### config.mk
export PLATFORM = sky130hd
export DESIGN_NAME = mem_access_unit_flat
export DESIGN_NICKNAME = d
export VERILOG_FILES = /design/src/rtl/mem_access_unit_if.sv /design/src/rtl/mem_access_unit.sv /design/src/flat_wrapper.sv
export SDC_FILE = /design/constraint.sdc
export NUM_CORES = 1
export LEC_CHECK = 0
export CAP_MARGIN = 15
export CORE_MARGIN = 2
export CORE_UTILIZATION = 40
export CTS_CLUSTER_DIAMETER = 80
export DETAILED_ROUTE_END_ITERATION = 7
export PLACE_DENSITY = 0.85
export SLEW_MARGIN = 0
export SYNTH_ARGS = -nofsm -noshare
export SYNTH_HDL_FRONTEND = slang
export SYNTH_SLANG_ARGS = --single-unit
### constraint.sdc
create_clock -name clk -period 5.45 [get_ports clk]
set_input_delay 0.545 -clock clk [delete_from_list [all_inputs] [get_ports clk]]
set_output_delay 0.545 -clock clk [all_outputs]
set_load 0.01 [all_outputs]
### src/rtl/mem_access_unit_if.sv
// Data-memory request/acknowledge bus between the MEM stage and data memory.
// The MEM stage is the master (drives the request), the memory is the slave.
interface mem_access_unit_if;
  logic        dm_req;
  logic        dm_we;
  logic [3:0]  dm_be;
  logic [31:0] dm_addr;
  logic [31:0] dm_wdata;
  logic [31:0] dm_rdata;
  logic        dm_ack;

  modport master (
    output dm_req, dm_we, dm_be, dm_addr, dm_wdata,
    input  dm_rdata, dm_ack
  );

  modport slave (
    input  dm_req, dm_we, dm_be, dm_addr, dm_wdata,
    output dm_rdata, dm_ack
  );
endinterface

### src/rtl/mem_access_unit.sv
// MEM-stage load/store unit: turns one EX/MEM load or store into a single
// request/ack transaction, formats store lanes and load results, and holds
// the pipeline with mem_stall until the access has finished.
module mem_access_unit #(
  parameter int TIMEOUT = 255,
  parameter int TO_W    = 8
) (
  input  logic               clk,
  input  logic               rst,
  input  logic               mem_r_in,
  input  logic               mem_w_in,
  input  logic [2:0]         funct3_in,
  input  logic [31:0]        alu_in,
  input  logic [31:0]        rr2_data_in,
  input  logic [4:0]         wr_addr_in,
  mem_access_unit_if.master  bus,
  output logic               mem_stall,
  output logic               ld_valid,
  output logic [31:0]        ld_data,
  output logic [4:0]         ld_wr_addr,
  output logic               misalign_err,
  output logic               bus_err
);

  typedef enum logic [1:0] {IDLE, ACCESS, DONE} state_t;

  localparam logic [1:0] SZ_BYTE = 2'd0;
  localparam logic [1:0] SZ_HALF = 2'd1;
  localparam logic [1:0] SZ_WORD = 2'd2;

  localparam logic [TO_W-1:0] TO_LAST = TO_W'(TIMEOUT - 1);

  state_t state, next_state;

  logic            dm_req_q;
  logic            dm_we_q;
  logic [3:0]      dm_be_q;
  logic [31:0]     dm_addr_q;
  logic [31:0]     dm_wdata_q;
  logic [TO_W-1:0] count;

  logic            lat_load;
  logic [1:0]      lat_size;
  logic            lat_unsigned;
  logic [1:0]      lat_off;
  logic [4:0]      lat_wr_addr;

  logic            req_any;
  logic [1:0]      size_in;
  logic            misaligned_in;
  logic [3:0]      be_in;
  logic [31:0]     wdata_in;
  logic            timeout_hit;
  logic [7:0]      lane_b;
  logic [15:0]     lane_h;
  logic [31:0]     load_fmt;

  assign bus.dm_req   = dm_req_q;
  assign bus.dm_we    = dm_we_q;
  assign bus.dm_be    = dm_be_q;
  assign bus.dm_addr  = dm_addr_q;
  assign bus.dm_wdata = dm_wdata_q;

  assign req_any     = mem_r_in | mem_w_in;
  assign timeout_hit = (count == TO_LAST);
  assign mem_stall   = ((state == IDLE) && req_any) || (state == ACCESS);

  // Decode access size, alignment and store lane formatting of the incoming request
  always_comb begin
    case (funct3_in)
      3'b000, 3'b100: size_in = SZ_BYTE;
      3'b001, 3'b101: size_in = SZ_HALF;
      default:        size_in = SZ_WORD;
    endcase

    misaligned_in = ((size_in == SZ_HALF) && alu_in[0]) ||
                    ((size_in == SZ_WORD) && (alu_in[1:0] != 2'b00));

    be_in    = 4'b1111;
    wdata_in = rr2_data_in;
    if (mem_w_in) begin
      case (size_in)
        SZ_BYTE: begin
          be_in    = 4'b0001 << alu_in[1:0];
          wdata_in = {4{rr2_data_in[7:0]}};
        end
        SZ_HALF: begin
          be_in    = alu_in[1] ? 4'b1100 : 4'b0011;
          wdata_in = {2{rr2_data_in[15:0]}};
        end
        default: begin
          be_in    = 4'b1111;
          wdata_in = rr2_data_in;
        end
      endcase
    end
  end

  // Pick the addressed lane out of the read word and extend it to 32 bits
  always_comb begin
    case (lat_off)
      2'd0:    lane_b = bus.dm_rdata[7:0];
      2'd1:    lane_b = bus.dm_rdata[15:8];
      2'd2:    lane_b = bus.dm_rdata[23:16];
      default: lane_b = bus.dm_rdata[31:24];
    endcase
    lane_h = lat_off[1] ? bus.dm_rdata[31:16] : bus.dm_rdata[15:0];

    case (lat_size)
      SZ_BYTE: load_fmt = lat_unsigned ? {24'b0, lane_b} : {{24{lane_b[7]}}, lane_b};
      SZ_HALF: load_fmt = lat_unsigned ? {16'b0, lane_h} : {{16{lane_h[15]}}, lane_h};
      default: load_fmt = bus.dm_rdata;
    endcase
  end

  // FSM state register
  always_ff @(posedge clk or posedge rst) begin
    if (rst) state <= IDLE;
    else     state <= next_state;
  end

  // FSM next state: DONE always lasts one cycle so the finished instruction is not re-issued
  always_comb begin
    next_state = state;
    case (state)
      IDLE:    if (req_any) next_state = misaligned_in ? DONE : ACCESS;
      ACCESS:  if (bus.dm_ack || timeout_hit) next_state = DONE;
      DONE:    next_state = IDLE;
      default: next_state = IDLE;
    endcase
  end

  // Request latching, bus drive, timeout counting and result/pulse registers
  always_ff @(posedge clk or posedge rst) begin
    if (rst) begin
      dm_req_q     <= 1'b0;
      dm_we_q      <= 1'b0;
      dm_be_q      <= 4'b0;
      dm_addr_q    <= 32'b0;
      dm_wdata_q   <= 32'b0;
      count        <= '0;
      lat_load     <= 1'b0;
      lat_size     <= SZ_BYTE;
      lat_unsigned <= 1'b0;
      lat_off      <= 2'b0;
      lat_wr_addr  <= 5'b0;
      ld_valid     <= 1'b0;
      ld_data      <= 32'b0;
      ld_wr_addr   <= 5'b0;
      misalign_err <= 1'b0;
      bus_err      <= 1'b0;
    end else begin
      ld_valid     <= 1'b0;
      misalign_err <= 1'b0;
      bus_err      <= 1'b0;
      case (state)
        IDLE: begin
          if (req_any) begin
            lat_load     <= ~mem_w_in;
            lat_size     <= size_in;
            lat_unsigned <= funct3_in[2];
            lat_off      <= alu_in[1:0];
            lat_wr_addr  <= wr_addr_in;
            if (misaligned_in) begin
              misalign_err <= 1'b1;
            end else begin
              dm_req_q   <= 1'b1;
              dm_we_q    <= mem_w_in;
              dm_be_q    <= be_in;
              dm_addr_q  <= {alu_in[31:2], 2'b00};
              dm_wdata_q <= wdata_in;
              count      <= '0;
            end
          end
        end
        ACCESS: begin
          if (bus.dm_ack) begin
            dm_req_q <= 1'b0;
            if (lat_load) begin
              ld_valid   <= 1'b1;
              ld_data    <= load_fmt;
              ld_wr_addr <= lat_wr_addr;
            end
          end else if (timeout_hit) begin
            dm_req_q <= 1'b0;
            bus_err  <= 1'b1;
            ld_data  <= 32'b0;
          end else begin
            count <= count + 1'b1;
          end
        end
        default: begin
        end
      endcase
    end
  end

endmodule

### src/flat_wrapper.sv
// flat-port wrapper written by rule: the top's interface ports become plain ports
module mem_access_unit_flat 
#(
  parameter int TIMEOUT = 255,
  parameter int TO_W    = 8
)
  (clk, rst, mem_r_in, mem_w_in, funct3_in, alu_in, rr2_data_in, wr_addr_in, mem_stall, ld_valid, ld_data, ld_wr_addr, misalign_err, bus_err, bus_dm_req, bus_dm_we, bus_dm_be, bus_dm_addr, bus_dm_wdata, bus_dm_rdata, bus_dm_ack);
  mem_access_unit_if bus_i ();
  input  logic clk;
  input  logic rst;
  input  logic mem_r_in;
  input  logic mem_w_in;
  input  logic [2:0] funct3_in;
  input  logic [31:0] alu_in;
  input  logic [31:0] rr2_data_in;
  input  logic [4:0] wr_addr_in;
  output logic mem_stall;
  output logic ld_valid;
  output logic [31:0] ld_data;
  output logic [4:0] ld_wr_addr;
  output logic misalign_err;
  output logic bus_err;
  output wire logic [$bits(bus_i.dm_req)-1:0] bus_dm_req;
  output wire logic [$bits(bus_i.dm_we)-1:0] bus_dm_we;
  output wire logic [$bits(bus_i.dm_be)-1:0] bus_dm_be;
  output wire logic [$bits(bus_i.dm_addr)-1:0] bus_dm_addr;
  output wire logic [$bits(bus_i.dm_wdata)-1:0] bus_dm_wdata;
  input wire logic [$bits(bus_i.dm_rdata)-1:0] bus_dm_rdata;
  input wire logic [$bits(bus_i.dm_ack)-1:0] bus_dm_ack;
  assign bus_dm_req = bus_i.dm_req;
  assign bus_dm_we = bus_i.dm_we;
  assign bus_dm_be = bus_i.dm_be;
  assign bus_dm_addr = bus_i.dm_addr;
  assign bus_dm_wdata = bus_i.dm_wdata;
  assign bus_i.dm_rdata = bus_dm_rdata;
  assign bus_i.dm_ack = bus_dm_ack;
  mem_access_unit #(.TIMEOUT(TIMEOUT), .TO_W(TO_W)) u_core (.clk(clk), .rst(rst), .mem_r_in(mem_r_in), .mem_w_in(mem_w_in), .funct3_in(funct3_in), .alu_in(alu_in), .rr2_data_in(rr2_data_in), .wr_addr_in(wr_addr_in), .bus(bus_i), .mem_stall(mem_stall), .ld_valid(ld_valid), .ld_data(ld_data), .ld_wr_addr(ld_wr_addr), .misalign_err(misalign_err), .bus_err(bus_err));
endmodule
Yosys cells after proc, flatten, opt, wreduce, memory -nomap -nowiden

Cells that the tools add are included.

Logic and storage cells: 99
Register bits after elaboration: 129

Multiplexer cells: 37
Equal/unequal tests: 17
Shifts and indexed selects: 1
$add $sub $neg: 1
Bitwise gates (word level): 3
Reductions and logical operators: 23

Operators by type and width:

| cell                  | count |
|---|---|
| $mux W32              | 6 |
| $pmux W32 S2          | 2 |
| $mux W8               | 4 |
| $pmux W8 S3           | 1 |
| $mux W16              | 1 |
| $pmux W8 S2           | 1 |
| $mux W1               | 13 |
| $reduce_and A3 Y1     | 3 |
| $add A8 B1 Y8 const B | 1 |
| $eq A2 B1 Y1 const B  | 4 |
| $eq A8 B8 Y1 const B  | 1 |
| $logic_not A2 Y1      | 4 |
| $mux W4               | 2 |
| $ne A2 B2 Y1 const B  | 4 |
| $pmux W2 S2           | 2 |
| $pmux W4 S2           | 1 |
| $eq A3 B3 Y1 const B  | 2 |
| $mux W2               | 3 |
| $reduce_bool A2 Y1    | 3 |
| $reduce_and A5 Y1     | 1 |
| $eq A2 B2 Y1 const B  | 2 |
| $ne A2 B1 Y1 const B  | 2 |
| $reduce_and A2 Y1     | 2 |
| $reduce_and A4 Y1     | 1 |
| other kinds (10)      | 16 |

Longest topological paths before layout

Gate-level depths: netlist of run 1.

Depth after elaboration: 9
Mapped depth: 7

Worst setup path before layout of run 1

No wires, ideal clock.

Path kind: input to register
Start point: input bus_dm_rdata[31]
End point: register u_core.ld_data[10]
Setup slack: 3763 ps
Stages: 4
Arrival time: 1566 ps
Required time: 5328 ps
Buffers on the path: 0
Cell sequence: mux4_2 > a21oi_2 > o21ai_0 > a32o_1

Cells in the longest elaborated chain, start to end: 5

Ends and longest elaborated chain:

| element              | RTL line               | text |
|---|---|---|
| start, declared      | flat_wrapper.sv:28     | `input wire logic [$bits(bus_i.dm_rdata)-1:0] bus_dm_rdata;` |
| $pmux W8 S3          | mem_access_unit.sv:101 | `case (lat_off)` |
| $mux W32             | mem_access_unit.sv:110 | `SZ_BYTE: load_fmt = lat_unsigned ? {24'b0, lane_b} : {{24{lane_b[7]}}, lane_b};` |
| $pmux W32 S2         | mem_access_unit.sv:109 | `case (lat_size)` |
| $mux W32             | mem_access_unit.sv:179 | `if (lat_load) begin` |
| $mux W32             | mem_access_unit.sv:177 | `if (bus.dm_ack) begin` |
| end signal, assigned | mem_access_unit.sv:181 | `ld_data <= load_fmt;` |
| end, declared        | mem_access_unit.sv:19  | `output logic [31:0] ld_data,` |

No other way between the ends. The select of a mux whose other input is x is not followed.
A chain may end at the register's enable or synchronous reset.

Final worst setup path of run 1

Start point: input funct3_in[0]
End point: register u_core.dm_addr_q[20], in the netlist u_core.bus.dm_addr[20]

Cells in the longest elaborated chain, start to end: 8
Elaborated cells between the ends (all ways): 14
Those cells by class: eq/ne (5); mux (1); bitwise (1); reduce/logical (7)

Ends and longest elaborated chain:

| element                                             | RTL line                                     | text |
|---|---|---|
| start, declared                                     | flat_wrapper.sv:13                           | `input logic [2:0] funct3_in;` |
| $eq A3 B1 Y1 (tied with other cells)                | mem_access_unit.sv:70                        | `case (funct3_in)` |
| $reduce_or A2 Y1                                    | mem_access_unit.sv:70                        |  |
| $pmux W2 S2 (*)                                     | mem_access_unit.sv:70                        |  |
| $eq A2 B1 Y1 / $eq A2 B2 Y1 (equally long branches) | mem_access_unit.sv:76, mem_access_unit.sv:77 |  |
| $logic_and A1 B1 Y1 (on tied branches)              | mem_access_unit.sv:76, mem_access_unit.sv:77 |  |
| $logic_or A1 B1 Y1 (*)                              | mem_access_unit.sv:76                        | `misaligned_in = ((size_in == SZ_HALF) && alu_in[0]) \|\|` |
| $not A1 Y1 (no source line) (*)                     | -                                            |  |
| $reduce_and A3 Y1 (no source line) (*)              | -                                            |  |
| end signal, assigned                                | mem_access_unit.sv:170                       | `dm_addr_q <= {alu_in[31:2], 2'b00};` |
| end, declared                                       | mem_access_unit.sv:38                        | `logic [31:0] dm_addr_q;` |

Mark *: on every way between the ends. The rest lies on a longest branch, timed or not.

==> results of run 1 <==
kinds of logic after synthesis:
logic type	after synthesis
and+or+nand+nor	145
DFF	129
AOI/OAI and AO/OA	119
muxes	64
buffers and inverters	40
xor gates and xnor gates	3
adders and majority gates	2
other	1
Yosys cell counts, types with 2 or more instances:
cell       count
a211oi_1       7
a21o_1         3
a21oi_1       15
a221o_1       16
a22o_1         2
a32o_1         8
and2_1        11
and3_1         3
and4_1         2
buf_2         13
buf_4          2
buf_6          2
clkbuf_1      16
dfrtp_1      129
ha_1           2
inv_1          5
mux2_2        46
mux2i_1       17
nand2_1       65
nand2b_1       9
nand3_1        7
nand4_1        3
nor2_1        24
nor2_2         2
nor2b_1        3
o211ai_1       3
o21ai_0       31
o2bb2ai_1      7
o31ai_1       16
or3_1          8
xor2_1         3
final cells by class:
type	instances	area, um^2	share of cell area [%]
clock inverters	9	131	1.52
repair buffers	222	2220	25.6
inverters	7	28.8	0.332
multi-input cells	335	2360	27.2
flip-flops and latches	129	3230	37.3
clock buffers	22	474	5.47
well taps	180	225	2.60
worst max-delay path, stage by stage:
cell	delay [ns]
clkdlybuf4s50_1	0.77
o21ai_0	0.23
nand4_1	0.28
buf_4	0.77
mux2_2	0.43
power by group:
group,switching [mW],total [mW],internal (mW)
clock network,0.410,1.16,0.752
logic,0.831,1.96,1.13
registers,0.314,1.70,1.39
total,1.56,4.83,3.27
layout by cell type, fill, tap and decap left out, drive strengths merged, types with 2 or more instances in the layout:
cell and count:
a211oi 7, a21o 3, a21oi 16, a221o 16
a22o 2, a32o 8, and2 11, and3 3
and4 2, buf 5, bufinv 3, clkbuf 22
clkdlybuf4s50 217, clkinv 4, clkinvlp 3, conb 2
dfrtp 129, ha 2, inv 6, mux2 46
mux2i 17, nand2 65, nand2b 9, nand3 7
nand4 3, nor2 26, nor2b 3, o211ai 3
o21ai 32, o2bb2ai 7, o31ai 16, or3 8
xor2 3
registers in the layout (all words and copies together), names as in the netlist, 2 cells and up:
register	count
u_core.bus.dm_be	4
u_core.lat_size	2
u_core.lat_off	2
u_core.lat_wr_addr	5
u_core.bus.dm_addr	30
u_core.bus.dm_wdata	32
u_core.ld_wr_addr	5
u_core.ld_data	32
u_core.state	2
u_core.count	8
stage by stage:
| stage | hold slack, ns | instances |
|---|---|---|
| after CTS | 0.340 | 903 |
| after global placement | 0.453 | 872 |
| after global routing | 0.360 | 904 |
| final | 0.350 | 904 |
| after floorplan | 0.440 | 504 |
| after detailed placement | 0.465 | 872 |
layer usage:
| metal | GRT usage (%) | up-vias | share of wire [%] |
|---|---|---|---|
| met2 | 35.6 | 215 | 51 |
| li1 | - | 2241 | - |
| met4 | 8.43 | 0 | 2.2 |
| met3 | 6.87 | 29 | 7.5 |
| met1 | 26.9 | 2390 | 40 |
| met5 | 0 | - | 0 |
path summary, 6_finish.rpt:
kind | startpoint | end | slack [ns]
min in group clk | u_core.lat_wr_addr[4] | u_core.lat_wr_addr[4] | 0.47
max in group asynchronous | rst | u_core.bus.dm_wdata[0] | 3.88
worst max-delay path | funct3_in[0] | u_core.bus.dm_addr[20] | 2.66
worst min register to register | u_core.lat_wr_addr[4] | u_core.lat_wr_addr[4] | 0.47
worst max register to register | u_core.state[1] | u_core.ld_data[24] | 2.90
worst min-delay path | rst | u_core.bus.dm_addr[17] | 0.35
==> flow_summary.toml, run 1 <==
[yosys]
ys_seq_elements = 129
synth_compound_area_share_pct = 14.9
syn_area_per_cell_um2 = 11.5
dominant_combinational_cell_family_by_area_after_synthesis = "compound AO/OA/AOI/OAI gates"
synth_mux_area_share_pct = 12.3
yosys_warnings = 0
synth_top_area_share_pct = 55.9
edff_count_synth = 0
synth.yosys.seq_area_share_pct = 55.9
synth_simple_gate_area_share_pct = 12.6
syn-cell-area_um2 = 5770
synth_async_sr_flop_share_pct = 100
netlist_instances = 503
post_synth_xor_area_fraction_pct = 0.455
ranking_of_synthesized_cells_by_area = "dfrtp_1 56%, mux2_2 9.0%, nand2_1 4.2%, mux2i_1 2.9%, a221o_1 2.8%"
synthFlopType = "dfrtp_1"
yosys.cell_types.count = 54
synth_largest_area_cell = "dfrtp_1"
post_synth_fa_ha_maj_area_fraction_pct = 0.434

[worst_setup_path]
timing.reg2reg.worst_path_depth = 3
end_kind = "register"
critPathMaxFanout = 91
critPathLaunchType = "input port"
crit_type = "in -> reg"
critical_path_required_ns = 5.74
crit_arrival_ns = 3.09

[cts]
ctsHtreeMaxLevel = 4
numCtsBuffers = 17
clockRootBuffer = "clkbuf_16"
path_clk_slew_ns = 0.06
clock_tree.buffer_depth = 2
clock_sinks = 129
cts_tree = "done"
clock_latency_ns = 0.42
cts.repair.resized = 0
postCtsSetupBuffers = 0
ctsHoldBuffers = 0

[layout]
antenna-diode-count = 0
finish.utilization_pct = 61.9
drive_gt1_share_pct = 12.4
areaGrowthSynthToFinish_pct = 50.1
finalNetCount = 823
fill_cell_total_of_the_finished_layout = 1101
postLayoutCellArea_um2 = 8660

[drt]
detailedRoute.firstPassIterationCount = 5
routed-via-count = 4875
drt-vias-per-instance = 5.39
postRouteAntennaNets = 0
detail_route.wl_per_cell_um = 17.8
drt_iter0_markers = 332
drc = 0
route.final.wire_length_um = 16100

[die]
fp.dieW_um = 124
placementRows = 43
design.portCount = 220
die_height_um = 124
floorplan.die_area_um2 = 15400
floorplan.initialDensity_pct = 41.3
core_um2 = 14000

[placement]
hpwlAfterDp_um = 11500
postPlaceCellArea_um2 = 8040
place_ws_ns = 2.24
placement.io_buffers = 217
gp_congestion = 0.861

[timing]
finalClockSkew_ns = 0.0128
max_freq_mhz = 358
timing.final.ws_setup_ns = 2.66
slew_headroom_pct = 30.3
setup_violations = 0
time_the_worst_path_needs_with_i_o_delays_and_setup_ns = 2.79
setup-tns-final_ns = 0
hold_violations = 0
min_period_over_period_pct = 51.2
setup_repair_after_global_routing_missed_its_margin = "no"
finalMaxSlewViolations = 0
worstMarginPinSlew_ns = 1.05

[pwr]
power.total_mw = 4.83
power_per_cell_area_nw_per_um2 = 558
vdd_ir_max_mv = 0.289
static-leakage-power_nw = 3.67

[global_routing]
global_route.usage.total_pct = 21.8
first_global_vias = 5105
antenna_found_initial = 0
grt_first_pass_wirelength_um = 26000
global_route.overflow_total = 0
maximum_number_of_pins_on_one_net_before_global_route_repair = 92

[status]
status = "completed"

[hold_path]
hold_class = "in -> async"

[flow_run]
maxCapViolCount = 0
(Power assumes the default switching activity.)
==> run 2: changes to the inputs <==
- clock period: 5.45 -> 2.6 ns (I/O delays scaled with it)
==> flow_summary.toml, run 2 (synthesized netlist as in run 1, its figures left out) <==
[cts]
clock_tree.buffer_depth = 2
postCtsSetupBuffers = 0
clockRootBuffer = "clkbuf_16"
cts_tree = "done"
path_clk_slew_ns = 0.06
clock_sinks = 129
ctsHoldBuffers = 0
ctsHtreeMaxLevel = 4
numCtsBuffers = 17
clock_latency_ns = 0.42
cts.repair.resized = 0

[pwr]
vdd_ir_max_mv = 0.681
power_per_cell_area_nw_per_um2 = 1180
static-leakage-power_nw = 3.75
power.total_mw = 10.4

[timing]
worstMarginPinSlew_ns = 0.710
min_period_over_period_pct = 81.3
max_freq_mhz = 473
finalClockSkew_ns = 0.0112
setup_repair_after_global_routing_missed_its_margin = "no"
time_the_worst_path_needs_with_i_o_delays_and_setup_ns = 2.11
setup_violations = 0
slew_headroom_pct = 52.7
fin_worst_hold_slack_ns = 0.114
setup-tns-final_ns = 0
finalMaxSlewViolations = 0
hold_violations = 0

[layout]
layout_common_cells = "217 x clkdlybuf4s50_1, 129 x dfrtp_1, 65 x nand2_1"
mostFrequentLayoutCell = "clkdlybuf4s50_1"
antenna-diode-count = 0
finalNetCount = 834
area_taken_by_multi_input_logic_gates_um2 = 2360
fill_cell_total_of_the_finished_layout = 1055
final-seq-area_um2 = 3230
drive_gt1_share_pct = 13.9
areaGrowthSynthToFinish_pct = 52.8
finish.utilization_pct = 63.0

[drt]
drt-vias-per-instance = 5.50
drt_iter0_markers = 406
route.final.wire_length_um = 17100
routed-via-count = 5037
postRouteAntennaNets = 0
detailedRoute.firstPassIterationCount = 5
drc = 0
detail_route.wl_per_cell_um = 18.7

[placement]
hpwlAfterDp_um = 12100
placement.io_buffers = 217
gp_congestion = 0.861

[global_routing]
antenna_found_initial = 0
global_route.usage.total_pct = 22.6
maximum_number_of_pins_on_one_net_before_global_route_repair = 93
global_route.overflow_total = 0
first_global_vias = 5183
grt_first_pass_wirelength_um = 26600

[die]
floorplan.die_area_um2 = 15400
placementRows = 43
design.portCount = 220
floorplan.initialDensity_pct = 41.3
die_height_um = 124
fp.dieW_um = 124
core_um2 = 14000

[worst_setup_path]
end_kind = "primary output"
critical_path.cell_chain = "clkdlybuf4s50_1 > or2_0 > nor2_1 > nor2_1 > clkdlybuf4s50_1"
maximum_single_stage_delay_on_the_critical_path_ns = 0.59
critical_path_required_ns = 2.34
crit_type = "in -> out"
critPathLaunchType = "input port"
cpMaxStageDelayCell = "clkdlybuf4s50_1"
crit_arrival_ns = 1.85
critPathMaxFanout = 5

[flow_run]
maxCapViolCount = 0

[status]
status = "completed"

[hold_path]
hold_class = "in -> async"
==> run 2: cell count changes in the layout (fill, tap and decap cells not counted) <==
cell,change
buf_12,+3
buf_4,+8
bufinv_16,+1
clkbuf_1,-1
clkbuf_8,+1
inv_4,-1
==> run 2: worst paths after layout <==
check | to | cells after the start | from | slack [ns]
max in group asynchronous | u_core.bus.dm_addr[16] | 3 | rst | 1.91
min in group clk | u_core.lat_wr_addr[1] | 3 | wr_addr_in[1] | 0.37
worst min register to register | u_core.bus.dm_wdata[14] | 2 | u_core.bus.dm_wdata[14] | 0.47
worst max-delay path | mem_stall | 5 | mem_w_in | 0.49
worst min-delay path | u_core.bus.dm_addr[26] | 2 | rst | 0.11
worst max register to register | u_core.ld_data[12] | 4 | u_core.lat_off[1] | 0.59
==> run 2: power breakdown <==
group | switching, mW | internal, mW
registers | 0.622 | 2.92
clock network | 0.865 | 1.70
logic | 1.85 | 2.44
total | 3.34 | 7.05
==> run 2: metrics by stage <==
stage	cell area (um^2)	worst slack, ns	cells
after floorplan	5780	0.745	504
after global placement	8160	0.244	883
after detailed placement	8160	0.134	883
after CTS	8800	0.202	914
after global routing	8820	0.385	915
final	8820	0.486	915
==> run 2: layer usage <==
metal | routed length (um) | track usage [%] | vias to the layer above
met5 | 0 | 0 | -
met4 | 242 | 7.44 | 0
met3 | 1310 | 7.46 | 24
met2 | 8930 | 38.9 | 225
met1 | 6620 | 26.5 | 2524
li1 | - | - | 2264
==> run 2: cell type report <==
class / instances / share of cell area [%]
well taps: 180 / 2.55
multi-input cells: 335 / 26.7
clock inverters: 9 / 1.75
inverters: 7 / 0.341
repair buffers: 233 / 26.5
flip-flops and latches: 129 / 36.6
clock buffers: 22 / 5.49
==> run 2: critical path, delay by kind of cell <==
family        cells  cell delay (ns)
buf+inv           2             1.15
simple gates      3             0.45
